===== config.mk =====
export PLATFORM = sky130hd
export DESIGN_NAME = timer_counter
export DESIGN_NICKNAME = d
export VERILOG_FILES = /design/src/rtl/timer_counter_pkg.sv /design/src/rtl/timer_counter.sv
export SDC_FILE = /design/constraint.sdc
export NUM_CORES = 1
export LEC_CHECK = 0
export CAP_MARGIN = 20
export CORE_UTILIZATION = 45
export DETAILED_ROUTE_END_ITERATION = 8
export PLACE_DENSITY = 0.83
export SLEW_MARGIN = 5
export SYNTH_ARGS = -nofsm -noshare
export SYNTH_HDL_FRONTEND = slang
export SYNTH_SLANG_ARGS = --single-unit

===== constraint.sdc =====
create_clock -name clk -period 3.69 [get_ports clk]
set_clock_uncertainty 0.15 [all_clocks]
set_input_delay 0.738 -clock clk [delete_from_list [all_inputs] [get_ports clk]]
set_output_delay 0.738 -clock clk [all_outputs]
set_load 0.01 [all_outputs]

===== src/rtl/timer_counter_pkg.sv =====
// Shared definitions for the memory-mapped down-counting timer: register map,
// CTRL field layout, mode codes and FSM state encodings.
package timer_counter_pkg;

    localparam logic [31:0] TC_BASE_ADDR = 32'h0000_7F00;

    localparam logic [1:0] REG_CTRL   = 2'd0;
    localparam logic [1:0] REG_PRESET = 2'd1;
    localparam logic [1:0] REG_COUNT  = 2'd2;

    localparam int CTRL_W        = 4;
    localparam int CTRL_EN       = 0;
    localparam int CTRL_MODE_LSB = 1;
    localparam int CTRL_IM       = 3;

    localparam logic [1:0] MODE_ONESHOT  = 2'd0;
    localparam logic [1:0] MODE_PERIODIC = 2'd1;

    typedef enum logic [1:0] {
        ST_IDLE = 2'd0,
        ST_LOAD = 2'd1,
        ST_CNT  = 2'd2,
        ST_INT  = 2'd3
    } tc_state_e;

    // Only MODE 1 reloads; codes 2 and 3 behave as one-shot.
    function automatic logic is_periodic(input logic [CTRL_W-1:0] ctrl);
        return ctrl[CTRL_MODE_LSB +: 2] == MODE_PERIODIC;
    endfunction

endpackage


===== src/rtl/timer_counter.sv =====
// Down-counting timer with CTRL/PRESET/COUNT registers on the system bridge;
// IRQ is the masked interrupt flag and drives HWInt[0].
module timer_counter
    import timer_counter_pkg::*;
#(
    parameter int CNT_W = 32
) (
    input  logic        clk,
    input  logic        rst,
    input  logic [31:2] Addr,
    input  logic        WE,
    input  logic [31:0] Din,
    output logic [31:0] Dout,
    output logic        IRQ
);

    logic [CTRL_W-1:0] ctrl_q;
    logic [CNT_W-1:0]  preset_q;
    logic [CNT_W-1:0]  count_q;
    logic              irq_flag_q;
    tc_state_e         state_q;

    logic wr_ctrl;
    logic wr_preset;
    logic unused_addr;

    assign wr_ctrl     = WE && (Addr[3:2] == REG_CTRL);
    assign wr_preset   = WE && (Addr[3:2] == REG_PRESET);
    assign unused_addr = ^Addr[31:4];

    always_ff @(posedge clk) begin
        if (!rst) begin
            ctrl_q     <= '0;
            preset_q   <= '0;
            count_q    <= '0;
            irq_flag_q <= 1'b0;
            state_q    <= ST_IDLE;
        end else begin
            case (state_q)
                ST_IDLE: begin
                    if (ctrl_q[CTRL_EN]) state_q <= ST_LOAD;
                end
                ST_LOAD: begin
                    count_q    <= preset_q;
                    irq_flag_q <= 1'b0;
                    state_q    <= ST_CNT;
                end
                ST_CNT: begin
                    if (!ctrl_q[CTRL_EN]) begin
                        state_q <= ST_IDLE;
                    end else if (count_q > CNT_W'(1)) begin
                        count_q <= count_q - CNT_W'(1);
                    end else begin
                        count_q <= '0;
                        state_q <= ST_INT;
                    end
                end
                ST_INT: begin
                    irq_flag_q <= 1'b1;
                    if (is_periodic(ctrl_q)) begin
                        state_q <= ctrl_q[CTRL_EN] ? ST_LOAD : ST_IDLE;
                    end else begin
                        ctrl_q[CTRL_EN] <= 1'b0;
                        state_q         <= ST_IDLE;
                    end
                end
            endcase

            // Bus writes come last so a CTRL store overrides the FSM's EN clear
            // and flag set in the same cycle.
            if (wr_preset) preset_q <= Din[CNT_W-1:0];
            if (wr_ctrl) begin
                ctrl_q     <= Din[CTRL_W-1:0];
                irq_flag_q <= 1'b0;
            end
        end
    end

    always_comb begin
        Dout = '0;
        case (Addr[3:2])
            REG_CTRL:   Dout = 32'(ctrl_q);
            REG_PRESET: Dout = 32'(preset_q);
            REG_COUNT:  Dout = 32'(count_q);
            default:    Dout = '0;
        endcase
    end

    assign IRQ = ctrl_q[CTRL_IM] & irq_flag_q;

endmodule


Yosys cells after proc, flatten, opt, wreduce, memory -nomap -nowiden. Index checks and enable logic that the tools add are counted.

Register bits after elaboration: 71. Logic and storage cells: 45.

Add/sub/neg operators: 1. Bitwise logic cells: 2. Reductions and logical operators: 11. Equality and inequality tests: 10. Magnitude comparators: 1. Multiplexer cells: 14.

Operators by type and width (count): 32-bit case mux with 3 select lines (1); 32-bit two-way mux (2); 32-bit case mux with 2 select lines (1); 32-bit by 1-bit greater-than comparator with 1-bit output, second input constant (1); 32-bit by 1-bit subtractor with 32-bit output, second input constant (1); 2-bit case mux with 4 select lines (1); 2-bit by 1-bit equality test with 1-bit output, second input constant (3); 2-bit equality test, second input constant (3); 2-bit two-way mux (3); 2-bit != test, second input constant (3); 2-bit AND reduction (3); 2-bit nonzero test (3); 1-bit two-way mux (5); 2-bit zero test (2); 3-bit != test, second input constant (1); 1-bit logical AND (2); 1-bit case mux with 2 select lines (1); 2-bit OR reduction (1); 1-bit bitwise AND (1); 1-bit inverter (1).

Logic depth before layout (Yosys ltp). Gate-level depths: netlist of run 1.

Depth after elaboration: 4. Mapped depth: 8.

Least setup slack after synthesis of run 1. Ideal clock, no wire load.

Kind: input -> output. Start point: input Addr[3] in the netlist's numbering. End point: output Dout[13]. Stages on the path: 5. Required time: 2.802 ns. Arrival time: 1.959 ns. Path buffers: 3. Slack: 0.843 ns. Path through: clkbuf_1 > nor2b_1 > clkbuf_1 > buf_1 > a22o_1.

Longest elaborated chain between the ends: 2. Elaborated cells between the ends (all ways): 4. Those cells by class: eq/ne: 2; mux: 1; reduce/logical: 1.

Ends and longest elaborated chain: from (decl) (RTL line timer_counter.sv:10) `input logic [31:2] Addr,`; 2-bit equality test, or another cell as far along (RTL line timer_counter.sv:81) `case (Addr[3:2])`; 32-bit case mux with 3 select lines * (RTL line timer_counter.sv:81); to (decl) (RTL line timer_counter.sv:13) `output logic [31:0] Dout,`.

Mark *: on every way between the ends. The rest lies on a longest branch, timed or not.

Worst setup path in the final report of run 1.
Start point: input Addr[2] in the netlist's numbering. End point: output Dout[1].

Same word-level chain as after synthesis.

==> impl_metrics.tcl, run 1 <==
set metrics [dict create \
    outcome "finished clean" \
    grt_max_degree 35 \
    vdd_drop_max_uv 237 \
    grt-ovfl-total 0 \
    worstSetupStartpointType "input port" \
    cts_resized 0 \
    core_area_um2 8380 \
    cpMostUsedCell "clkdlybuf4s50_1" \
    start_util_pct 47.4 \
    hp-class "register to register" \
    synthToLayoutAreaGrowth_pct 25.0 \
    cts_setup_buffers 0 \
    numClockSinks 71 \
    routedWlPerCell_um 17.1 \
    async_reset_ff_share_pct 0 \
    place_congestion 0.958 \
    hold_viol 0 \
    cts_root_buf "clkbuf_8" \
    hold_ws_ns 0.323 \
    setup_tns_ns 0 \
    syn_nets 582 \
    synthTopCellsByArea "dfxtp_1, nand2_1, a21oi_1, a22o_1, clkbuf_1" \
    dp_hpwl_um 7770 \
    crit_path_top_delay_cell "clkdlybuf4s50_1" \
    syn_inst 515 \
    die_y_um 95.9 \
    worstSetupPathType "input port to primary output" \
    period_needed_ns 3.42 \
    worstPathRequired_ns 2.80 \
    timing.fmax_mhz 292 \
    grt_usage_pct 26.3 \
    drc 0 \
    cts_tree "yes" \
    antenna_found_initial 0 \
    dr_total_vias 4223 \
    worstReg2RegStart "count_q[16]" \
    totalWireLength_um 11400 \
    cts_buffer_depth 2 \
    drtAntennaViolNets 0 \
    final_common_cell "nand2_1" \
    synth-seq-area-share_pct 35.8 \
    max_stage_delay_ns 0.60 \
    clkTransAtPathRegs_ns 0.08 \
    grt_first_pass_wirelength_um 18700 \
    synth_area_um2 3970 \
    layout_common_cells "nand2_1, dfxtp_1, clkdlybuf4s50_1" \
    die_w_um 95.9 \
    io_buffers 69 \
    hold_buffers 0 \
    period_share_pct 92.7 \
    critPathTopFamily "buffers and inverters" \
    die-area_um2 9200 \
    setup_viol 0 \
    cap_violations 0 \
    instances_no_fill 667 \
    dr.first_iter.drc_count 315 \
    endpoint_kind "primary output" \
    fin_nets 624 \
    synth_cell_type_count 56 \
    min_from "preset_q[14]" \
    rows 33 \
    grt_setup_unrepaired "no" \
    worst_pin_slew_ns 1.00 \
    dp_slack_ns 0.264 \
    ys_ff_latch 71 \
    grt_pass1_vias 3899 \
    yosysTopAreaCellShare_pct 35.8 \
    path_buf_inv 3 \
    io_pins 98 \
    crit_arrival_ns 2.53 \
    syn_area_per_cell_um2 7.71 \
    dp.cells 651 \
    synth_edf_count 0 \
    clk_latency_ns 0.36 \
    crit_chain "clkdlybuf4s50_1 > nor2b_2 > buf_12 > nand2_1 > o21ai_0 > clkdlybuf4s50_1" \
    leakage_nw 1.75 \
    startpoint "Addr[2]" \
    numCtsBuffers 9 \
    yosysWarnings 0 \
    crit_path_max_fanout 34 \
    setup_slack_ns 0.268 \
    cts_max_level 3 \
    max_slew_margin_pct 33.1 \
    vias_per_cell 6.33 \
    power_density_nw_per_um2 354 \
    synth_area_leader_cell "dfxtp_1" \
    layout-drive-gt1-share_pct 7.30 \
    diodes 0 \
    firstDrtPassIters 5 \
    drv_slew 0 \
    yosys_most_used_dff "dfxtp_1" \
]
## kinds of logic after synthesis
| family | count (synthesis) | share of synthesized area (%) |
|---|---|---|
| compound gates | 179 | 30.8 |
| xor+xnor | 2 | 0.441 |
| fa+ha+maj | 2 | 0.630 |
| buf+inv | 59 | 6.08 |
| flops | 71 | 35.8 |
| mux | 9 | 2.30 |
| simple gates | 193 | 23.9 |
## power by group
part           internal, mW  switching (mW)
clock                 0.416           0.303
sequential            0.782          0.0181
combinational         0.101           0.135
total                  1.30           0.457
## flip-flops by register name (all words and copies together), names as in the netlist
signal,count
ctrl_q,4
state_q,2
preset_q,32
count_q,32
irq_flag_q,1
## metal layers
metal | vias up | global-route usage, % | wire length, µm
met2 | 173 | 41.5 | 5410
met1 | 2005 | 34.4 | 4960
li1 | 2017 | - | -
met4 | 0 | 12.7 | 297
met3 | 28 | 5.06 | 764
met5 | - | 0 | 0
## layout make-up
| class | count | area, µm² |
|---|---|---|
| tap | 105 | 131 |
| inverter | 6 | 22.5 |
| fill | 766 | 3420 |
| sequential | 71 | 1420 |
| clock inverter | 5 | 80.1 |
| timing repair buffer | 84 | 841 |
| multi-input combinational | 385 | 2310 |
| clock buffer | 11 | 151 |
## worst paths after layout
check,end,slack (ns),cells past startpoint
hold reg to reg,preset_q[14],0.32,2
setup / recovery,Dout[1],0.27,6
setup reg to reg,count_q[28],0.56,5
hold / removal,preset_q[14],0.32,2
## Yosys cell counts (4+ instances only)
library cell and count:
a211oi_1 5, a21oi_1 61, a221oi_1 4, a22o_1 30, a31oi_1 8, a32oi_1 11, and2_1 4, clkbuf_1 45
dfxtp_1 71, inv_1 6, mux2i_1 8, nand2_1 83, nand3_1 14, nand4_1 11, nor2_1 20, nor2b_1 5
nor3_1 13, nor4_1 14, o211ai_1 6, o21a_1 5, o21ai_0 19, or3_1 6, or4_1 10
## worst min-delay path, cell delays in order, from the launching register on
cell and delay (ns):
dfxtp_1 0.33, nand2_1 0.05, a21oi_1 0.05
## per-stage QoR
step	utilization (%)	cell area (µm²)	power, mW
2_1_floorplan	-	3970	0.951
3_3_place_gp	56.4	4730	1.04
3_5_place_dp	56.4	4730	1.05
4_1_cts	59.2	4960	1.76
5_1_grt	59.2	4960	1.82
6_report	59.2	4960	1.76
No activity file was read; power rests on OpenSTA's default activity.
==> run 2: changes to the inputs <==
clock period = 3.5 ns   (was 3.69 ns; I/O delays follow)
==> run 2 against run 1 <==
Count of clock-buffer cells in the layout unchanged. Highest routed layer unchanged. Clock power up 15%. Non-clock buffer count up 6. Global-route usage up 0.94 points. Power up 9.5%. Die area unchanged. Cell area up 0.96%. Worst setup slack worse by 0.075 ns. Utilization up 0.57 points.
==> impl_metrics.tcl, run 2 (same netlist as run 1, synthesis figures left out) <==
set metrics [dict create \
    start_util_pct 47.4 \
    io_buffers 69 \
    grt_first_pass_wirelength_um 19500 \
    numCtsBuffers 9 \
    drv_slew 0 \
    rows 33 \
    cts_max_level 3 \
    worstSetupStartpointType "input port" \
    critPathTopFamily "buffers and inverters" \
    hold_depth 2 \
    power_density_nw_per_um2 384 \
    routedWlPerCell_um 17.6 \
    layout-drive-gt1-share_pct 8.10 \
    clkTransAtPathRegs_ns 0.07 \
    endpoint_kind "primary output" \
    cts_tree "yes" \
    path_buf_inv 3 \
    crit_path_max_fanout 15 \
    setup_tns_ns 0 \
    grt_setup_unrepaired "no" \
    dr.first_iter.drc_count 352 \
    die_y_um 95.9 \
    top_regs "count_q (32), preset_q (32), ctrl_q (4)" \
    cts_resized 0 \
    setup_slack_ns 0.193 \
    dp_slack_ns 0.198 \
    crit_cells 6 \
    io_pins 98 \
    timing.fmax_mhz 302 \
    regArea_um2 1420 \
    max_stage_delay_ns 0.59 \
    cts_setup_buffers 0 \
    hold_buffers 0 \
    period_needed_ns 3.31 \
    cts_root_buf "clkbuf_8" \
    fin_nets 630 \
    worstPathRequired_ns 2.65 \
    setup_viol 0 \
    grt_usage_pct 27.2 \
    multi_input_area_um2 2310 \
    totalWireLength_um 11900 \
    grt_pass1_vias 4076 \
    drtAntennaViolNets 0 \
    clk_latency_ns 0.36 \
    hold_viol 0 \
    crit_path_top_delay_cell "clkdlybuf4s50_1" \
    hold_ws_ns 0.328 \
    vias_per_cell 6.41 \
    cap_violations 0 \
    synthToLayoutAreaGrowth_pct 26.2 \
    place_congestion 0.960 \
    vdd_drop_max_uv 256 \
    numClockSinks 71 \
    period_share_pct 94.5 \
    grt_max_degree 33 \
    dp_hpwl_um 8060 \
    drc 0 \
    die-area_um2 9200 \
    antenna_found_initial 0 \
    final_common_cell "nand2_1" \
    diodes 0 \
    cts_buffer_depth 2 \
    dr_total_vias 4313 \
    core_area_um2 8380 \
    crit_arrival_ns 2.46 \
    nFillCells 751 \
    layout_common_cells "nand2_1, dfxtp_1, clkdlybuf4s50_1" \
    reg2regPathDepth 6 \
    leakage_nw 1.78 \
    die_w_um 95.9 \
    crit_chain "clkdlybuf4s50_1 > nor2b_2 > buf_4 > nand2_1 > o21ai_0 > clkdlybuf4s50_1" \
    worst_pin_slew_ns 0.850 \
    max_slew_margin_pct 43.2 \
    grt-ovfl-total 0 \
    worstSetupPathType "input port to primary output" \
    hp-class "register to register" \
    outcome "finished clean" \
    cpMostUsedCell "clkdlybuf4s50_1" \
    firstDrtPassIters 5 \
]
-- run 2: path summary, 6_finish.rpt --
check,end,startpoint,slack (ns)
hold reg to reg,preset_q[8],preset_q[8],0.33
setup reg to reg,count_q[18],count_q[7],0.61
hold / removal,preset_q[8],preset_q[8],0.33
setup / recovery,Dout[1],Addr[2],0.19
-- run 2: metal layers --
layer  vias up  part of all wire, %  GRT usage [%]
li1       2038                    -              -
met1      1998                   42           35.4
met2       236                   47           42.6
met3        41                  7.4           5.37
met4         0                  3.5           14.4
met5         -                    0              0
-- run 2: final cells by class --
cell class | instances | share of cell area [%]
multi-input cells | 385 | 46.2
flip-flops and latches | 71 | 28.4
repair buffers | 90 | 17.4
clock buffers | 11 | 2.82
well taps | 105 | 2.62
clock inverters | 5 | 2.10
inverters | 6 | 0.450
-- run 2: worst min-delay path: stages, from the launching register on --
cell     delay (ns)
dfxtp_1        0.32
nand2_1        0.06
a21oi_1        0.05
-- run 2: metrics by stage --
stage / util, % / total power, mW / instances / cell area [µm²]
final: 59.8 / 1.92 / 673 / 5010
after global routing: 59.8 / 1.99 / 673 / 5010
after CTS: 59.8 / 1.92 / 673 / 5010
after detailed placement: 56.8 / 1.11 / 657 / 4760
after global placement: 56.8 / 1.11 / 657 / 4760
after floorplan: - / 1.00 / 515 / 3970
-- run 2: where the power goes --
part	internal [mW]	total [mW]	switching [mW]
registers	0.824	0.843	0.0188
logic	0.111	0.255	0.145
clock network	0.493	0.825	0.332
total	1.43	1.92	0.496
